==> src/rtl/up_image_gen_if.sv <==
// Pixel stream bus between the test-image source and the USB TX FIFO.
// Carries one beat plus frame/row markers under a valid/ready handshake.
interface up_image_gen_if #(
    parameter int DATA_W = 16
);
    logic [DATA_W-1:0] out_data;
    logic              out_valid;
    logic              out_ready;
    logic              out_sof;
    logic              out_eol;
    logic              out_eof;

    modport master (
        output out_data,
        output out_valid,
        output out_sof,
        output out_eol,
        output out_eof,
        input  out_ready
    );

    modport slave (
        input  out_data,
        input  out_valid,
        input  out_sof,
        input  out_eol,
        input  out_eof,
        output out_ready
    );
endinterface

==> src/rtl/up_image_gen.sv <==
// Parametrised test-image source: one rows x cols frame per start, selectable pattern, valid/ready output.
// Define FRAME_HEADER_EN to prepend a 3-beat header (sync, {mode,cols}, frame count) to every frame.
module up_image_gen #(
    parameter int DATA_W    = 16,
    parameter int DIM_W     = 13,
    parameter int DELAY_W   = 20,
    parameter int DEF_DELAY = 400000
) (
    input  logic              clk,
    input  logic              rst,
    input  logic              start,
    input  logic              abort,
    input  logic [DIM_W-1:0]  cfg_cols,
    input  logic [DIM_W-1:0]  cfg_rows,
    input  logic [1:0]        cfg_mode,
    up_image_gen_if.master    out_if,
    output logic              busy,
    output logic              done,
    output logic [15:0]       frame_cnt
);

`ifdef FRAME_HEADER_EN
    typedef enum logic [2:0] {S_IDLE, S_DELAY, S_HEADER, S_STREAM, S_DONE} state_t;
    localparam bit HAS_HDR = 1'b1;
`else
    typedef enum logic [2:0] {S_IDLE, S_DELAY, S_STREAM, S_DONE} state_t;
    localparam bit HAS_HDR = 1'b0;
`endif

    localparam logic [DELAY_W-1:0] DELAY_LAST = DELAY_W'(DEF_DELAY - 1);

    state_t             r_state;
    state_t             w_nextState;
    logic [DIM_W-1:0]   r_cols;
    logic [DIM_W-1:0]   r_rows;
    logic [1:0]         r_mode;
    logic [DELAY_W-1:0] r_delayCnt;
    logic [DIM_W-1:0]   r_col;
    logic [DIM_W-1:0]   r_row;
    logic [15:0]        r_frameCnt;
`ifdef FRAME_HEADER_EN
    logic [1:0]         r_hdrCnt;
`endif

    logic               w_valid;
    logic               w_xfer;
    logic               w_abortNow;
    logic               w_delayDone;
    logic               w_zeroSize;
    logic               w_lastCol;
    logic               w_lastRow;
    logic [DATA_W-1:0]  w_pixel;
    logic [DATA_W-1:0]  w_data;
    logic               w_sof;
    logic               w_eol;
    logic               w_eof;

`ifdef FRAME_HEADER_EN
    assign w_valid = (r_state == S_STREAM) || (r_state == S_HEADER);
`else
    assign w_valid = (r_state == S_STREAM);
`endif
    assign w_xfer      = w_valid && out_if.out_ready;
    assign w_abortNow  = abort && (r_state != S_IDLE);
    assign w_delayDone = (r_delayCnt == DELAY_LAST);
    assign w_zeroSize  = (r_cols == '0) || (r_rows == '0);
    assign w_lastCol   = (r_col == r_cols - DIM_W'(1));
    assign w_lastRow   = (r_row == r_rows - DIM_W'(1));

    always_comb begin
        w_pixel = '0;
        case (r_mode)
            2'd0:    w_pixel = DATA_W'(r_col);
            2'd1:    w_pixel = '1;
            2'd2:    w_pixel = {DATA_W{r_col[3] ^ r_row[3]}};
            default: w_pixel = DATA_W'(r_col) + DATA_W'(r_row) + DATA_W'(r_frameCnt);
        endcase
    end

    always_ff @(posedge clk or posedge rst) begin
        if (rst) begin
            r_state <= S_IDLE;
        end else begin
            r_state <= w_nextState;
        end
    end

    // Abort overrides every other transition, including a beat transfer in the same cycle.
    always_comb begin
        w_nextState = r_state;
        w_data      = '0;
        w_sof       = 1'b0;
        w_eol       = 1'b0;
        w_eof       = 1'b0;
        case (r_state)
            S_IDLE: begin
                if (start) w_nextState = S_DELAY;
            end
            S_DELAY: begin
`ifdef FRAME_HEADER_EN
                if (w_delayDone) w_nextState = S_HEADER;
`else
                if (w_delayDone) w_nextState = w_zeroSize ? S_DONE : S_STREAM;
`endif
            end
`ifdef FRAME_HEADER_EN
            S_HEADER: begin
                case (r_hdrCnt)
                    2'd0: begin
                        w_data = '1;
                        w_sof  = 1'b1;
                    end
                    2'd1:    w_data = DATA_W'({r_mode, r_cols});
                    default: w_data = DATA_W'(r_frameCnt);
                endcase
                if (w_xfer && (r_hdrCnt == 2'd2)) w_nextState = w_zeroSize ? S_DONE : S_STREAM;
            end
`endif
            S_STREAM: begin
                w_data = w_pixel;
                w_sof  = !HAS_HDR && (r_col == '0) && (r_row == '0);
                w_eol  = w_lastCol;
                w_eof  = w_lastCol && w_lastRow;
                if (w_xfer && w_lastCol && w_lastRow) w_nextState = S_DONE;
            end
            S_DONE: begin
                w_nextState = S_IDLE;
            end
            default: begin
                w_nextState = S_IDLE;
            end
        endcase
        if (w_abortNow) w_nextState = S_IDLE;
    end

    // Configuration is captured only on an accepted start so a running frame never changes shape.
    always_ff @(posedge clk or posedge rst) begin
        if (rst) begin
            r_cols     <= '0;
            r_rows     <= '0;
            r_mode     <= '0;
            r_delayCnt <= '0;
            r_col      <= '0;
            r_row      <= '0;
            r_frameCnt <= '0;
`ifdef FRAME_HEADER_EN
            r_hdrCnt   <= '0;
`endif
        end else if (w_abortNow) begin
            r_delayCnt <= '0;
            r_col      <= '0;
            r_row      <= '0;
`ifdef FRAME_HEADER_EN
            r_hdrCnt   <= '0;
`endif
        end else begin
            case (r_state)
                S_IDLE: begin
                    if (start) begin
                        r_cols     <= cfg_cols;
                        r_rows     <= cfg_rows;
                        r_mode     <= cfg_mode;
                        r_delayCnt <= '0;
                    end
                end
                S_DELAY: begin
                    r_delayCnt <= w_delayDone ? '0 : r_delayCnt + DELAY_W'(1);
                end
`ifdef FRAME_HEADER_EN
                S_HEADER: begin
                    if (w_xfer) r_hdrCnt <= (r_hdrCnt == 2'd2) ? 2'd0 : r_hdrCnt + 2'd1;
                end
`endif
                S_STREAM: begin
                    if (w_xfer) begin
                        if (w_lastCol) begin
                            r_col <= '0;
                            r_row <= w_lastRow ? '0 : r_row + DIM_W'(1);
                        end else begin
                            r_col <= r_col + DIM_W'(1);
                        end
                    end
                end
                default: begin
                end
            endcase
            if ((w_nextState == S_DONE) && (r_state != S_DONE)) r_frameCnt <= r_frameCnt + 16'd1;
        end
    end

    assign out_if.out_data  = w_data;
    assign out_if.out_valid = w_valid;
    assign out_if.out_sof   = w_sof;
    assign out_if.out_eol   = w_eol;
    assign out_if.out_eof   = w_eof;
    assign busy             = (r_state != S_IDLE);
    assign done             = (r_state == S_DONE);
    assign frame_cnt        = r_frameCnt;

endmodule

==> src/flat_wrapper.sv <==
// flat-port wrapper written by rule: the top's interface ports become plain ports
module up_image_gen_flat 
#(
    parameter int DATA_W    = 16,
    parameter int DIM_W     = 13,
    parameter int DELAY_W   = 20,
    parameter int DEF_DELAY = 400000
)
  (clk, rst, start, abort, cfg_cols, cfg_rows, cfg_mode, busy, done, frame_cnt, out_if_out_data, out_if_out_valid, out_if_out_sof, out_if_out_eol, out_if_out_eof, out_if_out_ready);
  up_image_gen_if #(.DATA_W(DATA_W)) out_if_i ();
  input  logic clk;
  input  logic rst;
  input  logic start;
  input  logic abort;
  input  logic [DIM_W-1:0] cfg_cols;
  input  logic [DIM_W-1:0] cfg_rows;
  input  logic [1:0] cfg_mode;
  output logic busy;
  output logic done;
  output logic [15:0] frame_cnt;
  output wire logic [$bits(out_if_i.out_data)-1:0] out_if_out_data;
  output wire logic [$bits(out_if_i.out_valid)-1:0] out_if_out_valid;
  output wire logic [$bits(out_if_i.out_sof)-1:0] out_if_out_sof;
  output wire logic [$bits(out_if_i.out_eol)-1:0] out_if_out_eol;
  output wire logic [$bits(out_if_i.out_eof)-1:0] out_if_out_eof;
  input wire logic [$bits(out_if_i.out_ready)-1:0] out_if_out_ready;
  assign out_if_out_data = out_if_i.out_data;
  assign out_if_out_valid = out_if_i.out_valid;
  assign out_if_out_sof = out_if_i.out_sof;
  assign out_if_out_eol = out_if_i.out_eol;
  assign out_if_out_eof = out_if_i.out_eof;
  assign out_if_i.out_ready = out_if_out_ready;
  up_image_gen #(.DATA_W(DATA_W), .DIM_W(DIM_W), .DELAY_W(DELAY_W), .DEF_DELAY(DEF_DELAY)) u_core (.clk(clk), .rst(rst), .start(start), .abort(abort), .cfg_cols(cfg_cols), .cfg_rows(cfg_rows), .cfg_mode(cfg_mode), .out_if(out_if_i), .busy(busy), .done(done), .frame_cnt(frame_cnt));
endmodule
==> config.mk <==
export PLATFORM = sky130hd
export DESIGN_NAME = up_image_gen_flat
export DESIGN_NICKNAME = d
export VERILOG_FILES = /design/src/rtl/up_image_gen_if.sv /design/src/rtl/up_image_gen.sv /design/src/flat_wrapper.sv
export SDC_FILE = /design/constraint.sdc
export NUM_CORES = 1
export LEC_CHECK = 0
export ABC_AREA = 0
export CAP_MARGIN = 0
export CORE_UTILIZATION = 58
export CTS_CLUSTER_DIAMETER = 60
export DETAILED_ROUTE_END_ITERATION = 8
export PLACE_DENSITY_LB_ADDON = 0.1
export SETUP_SLACK_MARGIN = 0.4
export SYNTH_ARGS = -nofsm -noshare
export SYNTH_HDL_FRONTEND = slang
export SYNTH_SLANG_ARGS = --single-unit
export TNS_END_PERCENT = 50
==> constraint.sdc <==
create_clock -name clk -period 5.5 [get_ports clk]
set_input_delay 1.1 -clock clk [delete_from_list [all_inputs] [get_ports clk]]
set_output_delay 1.1 -clock clk [all_outputs]
set_load 0.005 [all_outputs]
# Word level (Yosys, flattened, before mapping)

Cells that the tools add are included.

Equality and inequality tests: 11
$add $sub $neg: 8
Reductions and logical operators: 24
Mux-type cells: 24
Bitwise gates (word level): 2

Operator list:

| kind                    | number |
|---|---|
| $mux W13                | 9 |
| $mux W20                | 3 |
| $logic_not A13 Y1       | 4 |
| $pmux W16 S3            | 1 |
| $pmux W20 S2            | 1 |
| $add A13 B1 Y13 const B | 2 |
| $eq A13 B13 Y1          | 2 |
| $sub A13 B1 Y13 const B | 2 |
| $add A20 B1 Y20 const B | 1 |
| $eq A20 B19 Y1 const B  | 1 |
| $add A16 B1 Y16 const B | 1 |
| $add A16 B16 Y16        | 1 |
| $mux W16                | 1 |
| $add A13 B13 Y14        | 1 |
| $mux W3                 | 4 |
| $eq A3 B2 Y1 const B    | 3 |
| $pmux W3 S3             | 1 |
| $logic_and A1 B1 Y1     | 7 |
| $ne A3 B2 Y1 const B    | 2 |
| $reduce_and A2 Y1       | 3 |
| $reduce_and A3 Y1       | 2 |
| $reduce_bool A2 Y1      | 3 |
| $reduce_bool A3 Y1      | 2 |
| $mux W1                 | 4 |
| 8 further kinds         | 8 |

Bits of input ports: 33
Register bits after elaboration: 93
Output and inout port bits: 38

# Depth between registers and ports, before layout

Depth in word-level cells: 10
Gate-level depth with buffers: 16
Depth with buffers taken out: 16

# Worst setup path after synthesis

OpenSTA, ideal clock, no wires.

Path kind: reg-to-output
From: register u_core.r_col[0]
To: output out_if_out_data[15]
Cell stages (with the launch flop): 17
Arrival: 3.565 ns
Slack: 0.835 ns
Cell sequence: dfrtp_1 -> ha_1 -> fa_1 -> a21o_1 -> a21oi_1 -> nor2b_1 -> o21a_1 -> nor3_1 -> o31a_1 -> xnor2_1 -> ha_1 -> nand2_1 -> o311a_1 -> a211oi_1 -> o31ai_1 -> or2_2 -> a31oi_1

Word-level cells in the longest chain between the ends: 4

RTL lines:

| what                   | RTL line            | source |
|---|---|---|
| start, declared        | up_image_gen.sv:38  | `logic [DIM_W-1:0] r_col;` |
| start signal, assigned | up_image_gen.sv:180 | `r_col <= r_col + DIM_W'(1);` |
| $add A13 B13 Y14       | up_image_gen.sv:76  | `default: w_pixel = DATA_W'(r_col) + DATA_W'(r_row) + DATA_W'(r_frameCnt);` |
| $add A16 B16 Y16       | up_image_gen.sv:76  |  |
| $pmux W16 S3           | up_image_gen.sv:72  | `case (r_mode)` |
| $mux W16               | up_image_gen.sv:95  | `case (r_state)` |
| end, declared          | flat_wrapper.sv:21  | `output wire logic [$bits(out_if_i.out_data)-1:0] out_if_out_data;` |

No other way between the ends.

# Final worst setup path

From: register u_core.r_row[0]
To: output out_if_out_data[9]

Word-level cells in the longest chain between the ends: 4

RTL lines:

| what                   | RTL line            | source |
|---|---|---|
| start, declared        | up_image_gen.sv:39  | `logic [DIM_W-1:0] r_row;` |
| start signal, assigned | up_image_gen.sv:178 | `r_row <= w_lastRow ? '0 : r_row + DIM_W'(1);` |
| $add A13 B13 Y14       | up_image_gen.sv:76  |  |
| $add A16 B16 Y16       | up_image_gen.sv:76  |  |
| $pmux W16 S3           | up_image_gen.sv:72  |  |
| $mux W16               | up_image_gen.sv:95  |  |

No other way between the ends.

==> results.sh <==
export IMPL_status="finished clean"
export IMPL_rsz0062_at_grt="yes"
export IMPL_min_path_type="flip-flop to flip-flop"
export IMPL_synth_avg_cell_area_sq_um=8.73
export IMPL_vdd_ir_drop_worst_mv=0.193
export IMPL_synth_cells=773
export IMPL_h_tree_depth=3
export IMPL_grt_pass1_vias=5818
export IMPL_synth_area_sq_mm=0.00675
export IMPL_cp_end_kind="output pin"
export IMPL_yosys_top_cells_count="dfrtp_1, nor2_1, o21ai_0, nand2_1, xnor2_1"
export IMPL_min_from="u_core.frame_cnt[15]$_DFFE_PP0P_"
export IMPL_synthFlopType="dfrtp_1"
export IMPL_critPathBufInv=1
export IMPL_grt_overflow=0
export IMPL_drv_slew=0
export IMPL_cellPowerDensity_mw_per_mm2=240
export IMPL_first_iter_violations=412
export IMPL_p_int_w=0.00134
export IMPL_vias_per_cell=6.18
export IMPL_period_share=0.939
export IMPL_diodes=0
export IMPL_initial_core_util=0.594
export IMPL_clk_latency_ns=0.36
export IMPL_post_route_cells_drive_above_1_share=0.119
export IMPL_ys_seq_elements=93
export IMPL_fin_nets=917
export IMPL_synth_edf_count=0
export IMPL_grt_usage=0.308
export IMPL_tightest_slew_ns=1.23
export IMPL_area_delta_synth_final_pct=20.1
export IMPL_mappedNetlistNets=843
export IMPL_reg2reg_from="u_core.r_cols[0]$_DFFE_PP0P_"
export IMPL_whs_endpoint="u_core.frame_cnt[15]$_DFFE_PP0P_"
export IMPL_fin_tns_setup_ns=0
export IMPL_drcViolationCount=0
export IMPL_cp_slowest_cell="clkdlybuf4s50_1"
export IMPL_reg2regPathDepth=10
export IMPL_r2r_slack_ns=1.77
export IMPL_clk_path_buf_depth=2
export IMPL_stdcell_area_sq_mm=0.00811
export IMPL_cts_sinks=93
export IMPL_grt_max_degree=54
export IMPL_wl_per_cell_um=17.9
export IMPL_grt_pass1_wl_um=28300
export IMPL_switching_share=0.310
export IMPL_placed_area_sq_mm=0.00761
export IMPL_antenna_found_initial=0
export IMPL_die_area_sq_mm=0.0121
export IMPL_max_freq_mhz=194
export IMPL_startpoint_type="flip-flop"
export IMPL_crit_start="u_core.r_row[0]$_DFFE_PP0P_"
export IMPL_vias=6148
export IMPL_holdPathStages=1
export IMPL_synth_area_leader_cell="dfrtp_1"
export IMPL_crit_fanout=4
export IMPL_arrival_ns=4.07
export IMPL_holdBufCountCts=0
export IMPL_slew_headroom=0.181
export IMPL_cts_buffers=9
export IMPL_path_clk_slew_ns=0.07
export IMPL_cts_tree="yes"
export IMPL_rr_endpoint="u_core.r_row[6]$_DFFE_PP0P_"
export IMPL_synth_most_common_cell="dfrtp_1"
export IMPL_antenna_left=0
export IMPL_skew_ns=0.00929
export IMPL_cp_required_ns=4.40
export IMPL_finalWeightedCongestion=0.954
export IMPL_yosysSeqAreaShare=0.345
export IMPL_yosysWarnings=0
export IMPL_synthTopCellsByArea="dfrtp_1, ha_1, xnor2_1"
export IMPL_dp_hpwl_um=13000
export IMPL_crit_type="flip-flop to output pin"
export IMPL_p_comb_frac=0.230
export IMPL_pwr_share_clk=0.348
export IMPL_cp_slowest_stage_delay_ns=0.51
export IMPL_die_h_um=110
export IMPL_hold_viol=0
export IMPL_power_switching_w=0.000603
export IMPL_leakage_nw=3.56
export IMPL_fin_crit_ns=5.17
export IMPL_ys_async_sr_fraction=1.00
export IMPL_crit_chain="ha_2 > fa_2 > a21o_1 > a21oi_2 > nor2b_1 > o21a_1 > nor3_4 > o31a_1 > xnor2_1 > ha_1 > nand2_1 > o311a_4 > nor2b_1 > xor2_1 > a21oi_1 > clkdlybuf4s50_1"
export IMPL_pwr_share_seq=0.422
export IMPL_io_buffers=70
export IMPL_io_pins=71
export IMPL_crit_top_cell="nor2b_1"
export IMPL_first_pass_iters=5
export IMPL_row_count=39
export IMPL_finalSetupViolCount=0
export IMPL_wl_um=17900
export IMPL_netlist_area_leader_share=0.345
export IMPL_yosysUniqueCellTypes=64
export IMPL_root_buffer="clkbuf_16"
export IMPL_fp_dieW_um=110
export IMPL_crit_family="compound AO/OA/AOI/OAI gates"
export IMPL_placeableCoreArea_sq_mm=0.0114
export IMPL_cap_violations=0
[power by group through the flow]
stage	registers (W)	logic (W)	clock network (W)
after global routing	0.000829	0.000495	0.000713
final	0.000820	0.000448	0.000677
after global placement	0.000835	0.000396	0
after detailed placement	0.000839	0.000414	0
after CTS	0.000818	0.000443	0.000688
after floorplan	0.000802	0.000322	0
[repair_timing]
action,4_1_cts,5_1_grt
resized for setup,24,15
pin swaps,12,6
endpoints found under the setup margin,8,8
buffers inserted,9,0
endpoints found under the hold margin,0,0
[cell families after synthesis]
kind of cell	synth area share
simple gates	0.239
compound gates	0.163
buf+inv	0.0341
other cells	0.000556
mux	0.0432
flops	0.345
xor+xnor	0.105
fa+ha+maj	0.0708
[state kept, by name, summed over array words and instances (netlist names)]
register           flops
u_core.r_mode          2
u_core.r_cols         13
u_core.frame_cnt      16
u_core.r_state         3
u_core.r_rows         13
u_core.r_col          13
u_core.r_delayCnt     20
u_core.r_row          13
[metal layers]
metal / wire length, um / vias up / share of wire / global-route usage
met1: 7460 / 2944 / 0.42 / 0.391
met2: 8880 / 230 / 0.50 / 0.519
met4: 431 / 0 / 0.024 / 0.112
li1: - / 2932 / - / -
met5: 0 / - / 0 / 0
met3: 1080 / 42 / 0.061 / 0.0611
[placed cells by master (no fill, tap or decap), drive strengths merged, types with 10 or more instances in the layout]
master / count
or3: 12
ha: 35
and3: 23
clkbuf: 10
and2: 10
mux2: 25
xor2: 32
a21o: 10
o21ai: 57
nand2: 51
dfrtp: 93
a21oi: 40
nand4: 21
inv: 30
clkdlybuf4s50: 64
buf: 23
xnor2: 49
nand3: 34
nor3: 26
nor2: 77
nor4: 15
[worst max path at each step]
stage / end / slack [ns] / depth (start not counted)
detailed placement: out_if_out_data[15] / 0.05 / 17
global placement: out_if_out_data[15] / 0.15 / 17
global route: out_if_out_data[9] / 0.16 / 16
floorplan: out_if_out_data[15] / 0.83 / 16
CTS: out_if_out_data[11] / 0.27 / 17
finish: out_if_out_data[9] / 0.33 / 16
[layout make-up]
| cell class | count | area, sq um |
|---|---|---|
| Clock inverter | 7 | 97.6 |
| Inverter | 30 | 114 |
| Fill cell | 913 | 3260 |
| Clock buffer | 9 | 225 |
| Tap cell | 143 | 179 |
| Sequential cell | 93 | 2330 |
| Multi-Input combinational cell | 622 | 4310 |
| Timing Repair Buffer | 91 | 847 |
[through the flow]
stage	std cells	util	setup WS, ns	power, W	hold WS [ns]
finish	995	0.713	0.335	0.00195	0.522
global route	995	0.713	0.165	0.00204	0.549
CTS	995	0.708	0.269	0.00195	0.528
detailed placement	970	0.669	0.0488	0.00125	0.512
global placement	970	0.669	0.149	0.00123	0.503
floorplan	773	-	0.835	0.00112	0.478
Note: power is estimated with default switching activity, not from simulation.
